==> config.mk <==
export PLATFORM = sky130hd
export DESIGN_NAME = ssr4_sample_align
export DESIGN_NICKNAME = d
export VERILOG_FILES = /design/src/rtl/lp_pkg.sv /design/src/rtl/ssr4_lane_shift.sv /design/src/rtl/ssr4_sample_align.sv
export SDC_FILE = /design/constraint.sdc
export NUM_CORES = 2
export LEC_CHECK = 0
export CORE_AREA = 2 2 427 429
export DETAILED_ROUTE_END_ITERATION = 12
export DIE_AREA = 0 0 429 431
export PLACE_DENSITY = 0.36
export SLEW_MARGIN = 40
export SYNTH_ARGS = -nofsm -noshare
export SYNTH_HDL_FRONTEND = slang
export SYNTH_HIERARCHICAL = 1
export SYNTH_SLANG_ARGS = --single-unit
==> constraint.sdc <==
create_clock -name clk_i -period 42 [get_ports clk_i]
set_input_delay 8.4 -clock clk_i [delete_from_list [all_inputs] [get_ports clk_i]]
set_output_delay 8.4 -clock clk_i [all_outputs]
set_load 0.05 [all_outputs]
==> src/rtl/lp_pkg.sv <==
// ---------------------------------------------------------------------------
// lp_pkg
// Shared constants for the two-thirds lowpass output path.
//   NSAMPS   : samples carried per clock on the SSR4 stream
//   LP_NBITS : width of one filter output sample
// ---------------------------------------------------------------------------
package lp_pkg;
    localparam int NSAMPS   = 4;
    localparam int LP_NBITS = 13;
endpackage

==> src/rtl/ssr4_lane_shift.sv <==
// ---------------------------------------------------------------------------
// ssr4_lane_shift
// Sub-clock (lane granular) delay of an SSR4 stream by 0..3 samples.
// Registers the previous input word and selects, per output lane k,
//   sh[k] = (k >= sel) ? dat[k-sel] : prev[k-sel+4]
// The result is registered, so this stage adds one clock of latency.
// Ports:
//   clk_i, rst_i : clock, asynchronous active-high reset
//   dat_i        : current SSR4 word, lane 0 oldest
//   sel_i        : lane shift S (0..3)
//   sh_o         : shifted word (registered)
// ---------------------------------------------------------------------------
module ssr4_lane_shift
    import lp_pkg::*;
#(
    parameter int NBITS = LP_NBITS
) (
    input  logic                          clk_i,
    input  logic                          rst_i,
    input  logic [NSAMPS-1:0][NBITS-1:0]  dat_i,
    input  logic [1:0]                    sel_i,
    output logic [NSAMPS-1:0][NBITS-1:0]  sh_o
);

    logic [NSAMPS-1:0][NBITS-1:0] prev_q, prev_d;
    logic [NSAMPS-1:0][NBITS-1:0] sh_q, sh_d;

    always_comb begin
        logic [1:0] lane;
        logic [1:0] idx;
        lane   = '0;
        idx    = '0;
        prev_d = dat_i;
        sh_d   = '0;
        for (int k = 0; k < NSAMPS; k++) begin
            lane = 2'(k);
            // k-S and k-S+4 share the same low two bits, so one modulo-4
            // index serves both sources; only the source word differs.
            idx = lane - sel_i;
            if (lane >= sel_i) begin
                sh_d[k] = dat_i[idx];
            end else begin
                sh_d[k] = prev_q[idx];
            end
        end
    end

    always_ff @(posedge clk_i or posedge rst_i) begin
        if (rst_i) begin
            prev_q <= '0;
            sh_q   <= '0;
        end else begin
            prev_q <= prev_d;
            sh_q   <= sh_d;
        end
    end

    assign sh_o = sh_q;

endmodule

==> src/rtl/ssr4_sample_align.sv <==
// ---------------------------------------------------------------------------
// ssr4_sample_align
// Programmable sample-granular delay D = 4*C + S for the SSR4 filter output,
// used to line channels up to a common sample. S lanes come from the lane
// shift stage, C whole clocks from a circular buffer. Fixed latency 2 clocks.
// After reset or any delay write, valid_o stays low for C+2 clocks while the
// history under the new delay fills.
// Ports:
//   clk_i, rst_i : clock, asynchronous active-high reset
//   dat_i        : SSR4 input word, lane 0 oldest
//   dly_i        : requested delay D in samples
//   dly_wr_i     : load dly_i this clock (always restarts the flush)
//   dat_o        : delayed SSR4 word (updates even while flushing)
//   valid_o      : dat_o reflects the current delay over a flushed history
//   busy_o       : flush in progress, ~valid_o
// MAXCLKS is a power of two so that dly_i spans exactly 0..4*MAXCLKS-1 and
// the buffer pointers wrap naturally.
// ---------------------------------------------------------------------------
module ssr4_sample_align
    import lp_pkg::*;
#(
    parameter int  NBITS   = LP_NBITS,
    parameter int  MAXCLKS = 16,
    localparam int DLYBITS = $clog2(4 * MAXCLKS)
) (
    input  logic                          clk_i,
    input  logic                          rst_i,
    input  logic [NSAMPS-1:0][NBITS-1:0]  dat_i,
    input  logic [DLYBITS-1:0]            dly_i,
    input  logic                          dly_wr_i,
    output logic [NSAMPS-1:0][NBITS-1:0]  dat_o,
    output logic                          valid_o,
    output logic                          busy_o
);

    localparam int PW = DLYBITS - 2;            // buffer pointer width
    localparam int CW = $clog2(MAXCLKS + 3);    // flush counter, up to MAXCLKS+1

    typedef logic [NSAMPS-1:0][NBITS-1:0] word_t;

    logic [DLYBITS-1:0] dly_q, dly_d;
    logic [PW-1:0]      wptr_q, wptr_d;
    logic [CW-1:0]      cnt_q, cnt_d;
    logic               valid_q, valid_d;
    word_t              dat_q, dat_d;
    word_t              mem_q [MAXCLKS];
    word_t              mem_d [MAXCLKS];
    word_t              sh;
    logic [PW-1:0]      clks;
    logic [PW-1:0]      rd_addr;

    ssr4_lane_shift #(
        .NBITS (NBITS)
    ) u_shift (
        .clk_i (clk_i),
        .rst_i (rst_i),
        .dat_i (dat_i),
        .sel_i (dly_q[1:0]),
        .sh_o  (sh)
    );

    always_comb begin
        dly_d   = dly_wr_i ? dly_i : dly_q;
        clks    = dly_q[DLYBITS-1:2];
        wptr_d  = wptr_q + PW'(1);
        // The word written C clocks ago sits C slots behind the write pointer.
        rd_addr = wptr_q - clks;
        mem_d   = mem_q;
        mem_d[wptr_q] = sh;
        // C=0 would read the slot being written this clock, so bypass it.
        dat_d   = (clks == '0) ? sh : mem_q[rd_addr];

        if (dly_wr_i) begin
            cnt_d = CW'(dly_i[DLYBITS-1:2]) + CW'(2);
        end else if (cnt_q != '0) begin
            cnt_d = cnt_q - CW'(1);
        end else begin
            cnt_d = cnt_q;
        end
        // Registered from the old count, so a write drops valid one edge later.
        valid_d = (cnt_q == '0);
    end

    always_ff @(posedge clk_i or posedge rst_i) begin
        if (rst_i) begin
            dly_q   <= '0;
            wptr_q  <= '0;
            cnt_q   <= CW'(2);
            valid_q <= 1'b0;
            dat_q   <= '0;
            for (int i = 0; i < MAXCLKS; i++) begin
                mem_q[i] <= '0;
            end
        end else begin
            dly_q   <= dly_d;
            wptr_q  <= wptr_d;
            cnt_q   <= cnt_d;
            valid_q <= valid_d;
            dat_q   <= dat_d;
            mem_q   <= mem_d;
        end
    end

    assign dat_o   = dat_q;
    assign valid_o = valid_q;
    assign busy_o  = ~valid_q;

endmodule
==> results_dict.tcl <==
set metrics [dict create \
    grt_pass1_wl_mm 207 \
    vias 25000 \
    max_slew.worst_pin.slew_ns 0.872 \
    firstDrtPassIters 5 \
    hp-start "mem_q[271]" \
    fin_crit_sh_pct 26.5 \
    pwr_density_cell_nw_per_um2 57.1 \
    power_mw 3.01 \
    cts.path.max_buffers 3 \
    grt_pass1_vias 28600 \
    use_met3_pct 2.20 \
    setup_viol 0 \
    cts_setup_buffers 0 \
    grt_max_degree 99 \
    synth_mux_area_share_pct 35.9 \
    endpoint_kind "asynchronous set/reset pin" \
    vdd.ir_drop.worst_mv 0.0328 \
    crit_top_cell "buf_16" \
    cts_buffers 121 \
    synth_fa_ha_area_share_pct 0.380 \
    syn_inst 2807 \
    rows 156 \
    core_um2 180000 \
    finalMaxSlewViolations 0 \
    dp_hpwl_mm 83.2 \
    criticalPathCategory "in2async" \
    clockRootBuffer "clkbuf_16" \
    tritoncts "done" \
    drt_iter0_drc 1074 \
    leakagePower_nw 20.8 \
    whs_path_depth 1 \
    hold_path_end "mem_q[271]" \
    start_kind "input pin" \
    rsz0062_at_grt "no" \
    synth_edf_count 0 \
    use_met1_pct 19.4 \
    max_stage_delay_ns 0.62 \
    avgRoutedWirePerCell_um 26.6 \
    synth_compound_area_share_pct 3.21 \
    hold_violations 0 \
    die_w_um 429 \
    holdBufCountCts 0 \
    grt-busiest-layer "met2" \
    drcViolationCount 0 \
    synth_top_family_by_area "multiplexers" \
    syn_avg_cell_area_um2 16.0 \
    outcome "complete, no violations" \
    antenna_found_initial 10 \
    period_minus_slack_ns 11.12 \
    reg2reg_to "dat_o[14]" \
    seq_area_frac_synth_pct 56.1 \
    area_growth_syn_to_layout_pct 17.8 \
    fill_cells 17700 \
    synth_seq_cells 1004 \
    ys_warn_count 6 \
    rr_worst_depth 10 \
    cts_num_sinks 1004 \
    synth_area_um2 44800 \
    synth_cell_types 44 \
    gr-total-overflow 0 \
    ant_nets 0 \
    routabilityCongestion 0.725 \
    die_h_um 431 \
    clk_latency_ns 0.76 \
    critPathRequiredTime_ns 42.88 \
    htree_levels 3 \
    clk_pin_slew_ns 0.05 \
    drive_above_1_share_pct 48.1 \
    syn_nets 2881 \
    initial_core_util_pct 24.9 \
    portBuffers 114 \
    fmax_mhz 89.9 \
    track_usage_pct 15.4 \
    rr_startpoint "wptr_q[0]" \
    crit_arrival_ns 12.00 \
    async_reset_ff_share_pct 100 \
    synth_simple_gate_area_share_pct 1.47 \
    setup_tns_ns 0 \
    cp_top_family "buffers and inverters" \
    final.setup_skew_ns 0.0408 \
    met2_usage_pct 27.7 \
    worst-path-max-fanout 75 \
    crit_slowest_cell "buf_6" \
    yosys.area_share.xor_xnor_pct 0.134 \
    via_per_inst 4.69 \
    cts_resized 0 \
    synth_ff_type "dfrtp_1" \
    max-slew-margin-rel_pct 41.9 \
    crit_chain "clkdlybuf4s50_1 -> inv_8 -> buf_16 -> buf_6 -> buf_6 -> buf_12 -> buf_16 -> buf_16" \
    die-area_um2 185000 \
    regToRegSetupSlack_ns 37.55 \
    min_path_type "reg2reg" \
    layout.nets 2935 \
    max_cap_violations 0 \
    cp_num_buf_inv 8 \
    ios 115 \
    routed_wl_mm 142 \
]
## synth_stat cells, types with 5 or more instances
master | n | area, um2
nand3_1 | 19 | 95.1
nand2_1 | 16 | 60.1
mux2_2 | 874 | 9840
buf_2 | 113 | 566
o221ai_1 | 13 | 114
mux4_2 | 208 | 4680
buf_1 | 5 | 18.8
o22ai_1 | 13 | 81.3
dfrtp_1 | 1003 | 25100
o21ai_0 | 7 | 35.0
a21oi_1 | 15 | 75.1
o2bb2ai_1 | 12 | 105
nor2b_1 | 6 | 37.5
a211oi_1 | 14 | 105
buf_6 | 11 | 124
mux2i_1 | 157 | 1570
ha_1 | 12 | 150
and2_1 | 6 | 37.5
nor2_1 | 83 | 312
inv_1 | 13 | 48.8
buf_4 | 13 | 97.6
clkbuf_1 | 101 | 379
a221oi_1 | 12 | 105
a221oi_2 | 52 | 781
## through the flow
step | cells | utilization [%] | hold slack, ns | setup slack (ns) | cell area [um2]
2_1_floorplan | 2807 | - | 0.474 | 8.30 | 44800
5_1_grt | 5325 | 29.3 | 0.509 | 30.43 | 52800
6_report | 5326 | 29.3 | 0.497 | 30.88 | 52800
3_3_place_gp | 5090 | 26.8 | 0.481 | 28.80 | 48300
4_1_cts | 5321 | 29.2 | 0.499 | 30.52 | 52700
3_5_place_dp | 5107 | 27.1 | 0.487 | 29.66 | 48800
## cell usage in the layout (no fill, tap or decap), drive strengths merged, types with 16 or more instances in the layout
master and count:
mux4 208, mux2i 157, nor2 83, clkdlybuf4s50 114
nand2 16, dfrtp 1003, clkbuf 183, a221oi 64
nand3 19, inv 17, clkinv 22, buf 61
mux2 874
## report_power, final
| group | leakage (nW) | internal [mW] | switching, mW |
|---|---|---|---|
| Clock | 1.92 | 0.603 | 0.422 |
| Sequential | 11.5 | 1.18 | 0.167 |
| Combinational | 7.36 | 0.327 | 0.311 |
| Total | 20.8 | 2.11 | 0.900 |
## state kept, by name, summed over array words and instances (netlist names)
signal          count
mem_q             832
dat_o              52
u_shift/prev_q     52
u_shift/sh_o       52
dly_q               6
cnt_q               5
wptr_q              4
valid_o             1
## worst max path at each step
stage	start	to	slack [ns]	depth (start not counted)
2_1_floorplan	rst_i	cnt_q[0]	8.30	1
3_3_place_gp	rst_i	dat_o[8]	28.80	6
3_5_place_dp	rst_i	mem_q[424]	29.66	7
4_1_cts	rst_i	mem_q[424]	30.52	7
5_1_grt	rst_i	mem_q[528]	30.43	8
6_report	rst_i	mem_q[424]	30.88	8
## worst reg2reg max path: stages (launching register included)
cell and delay (ns):
dfrtp_1 0.41, inv_1 0.18, ha_4 0.16, inv_1 0.04, fa_4 1.02, buf_6 0.60
buf_12 0.47, buf_16 0.41, mux4_2 0.60, mux2i_1 0.24, a221oi_2 0.14
## routing by layer
metal  vias to the layer above  wire length, um
met4                         0             3290
li1                      10600                -
met2                       371            73600
met3                       195             4130
met5                         -                0
met1                     13800            60700
## area by class of cell
type	count	area (um2)	area share, %
Antenna cell	4	10.0	0.0190
Clock buffer	183	3550	6.73
Clock inverter	31	328	0.621
Inverter	13	58.8	0.111
Multi-Input combinational cell	1546	18700	35.4
Sequential cell	1004	25100	47.7
Tap cell	2370	2970	5.62
Timing Repair Buffer	175	2030	3.86
## cells by family (layout without fill, tap and decap cells)
| family | count (synthesis) | after routing |
|---|---|---|
| xor+xnor | 6 | 6 |
| simple gates | 147 | 147 |
| fa+ha+maj | 13 | 13 |
| buf+inv | 257 | 402 |
| flops | 1004 | 1004 |
| mux | 1239 | 1239 |
| compound gates | 141 | 141 |
| other cells | 0 | 4 |
Power figures use the tool's default switching activity.
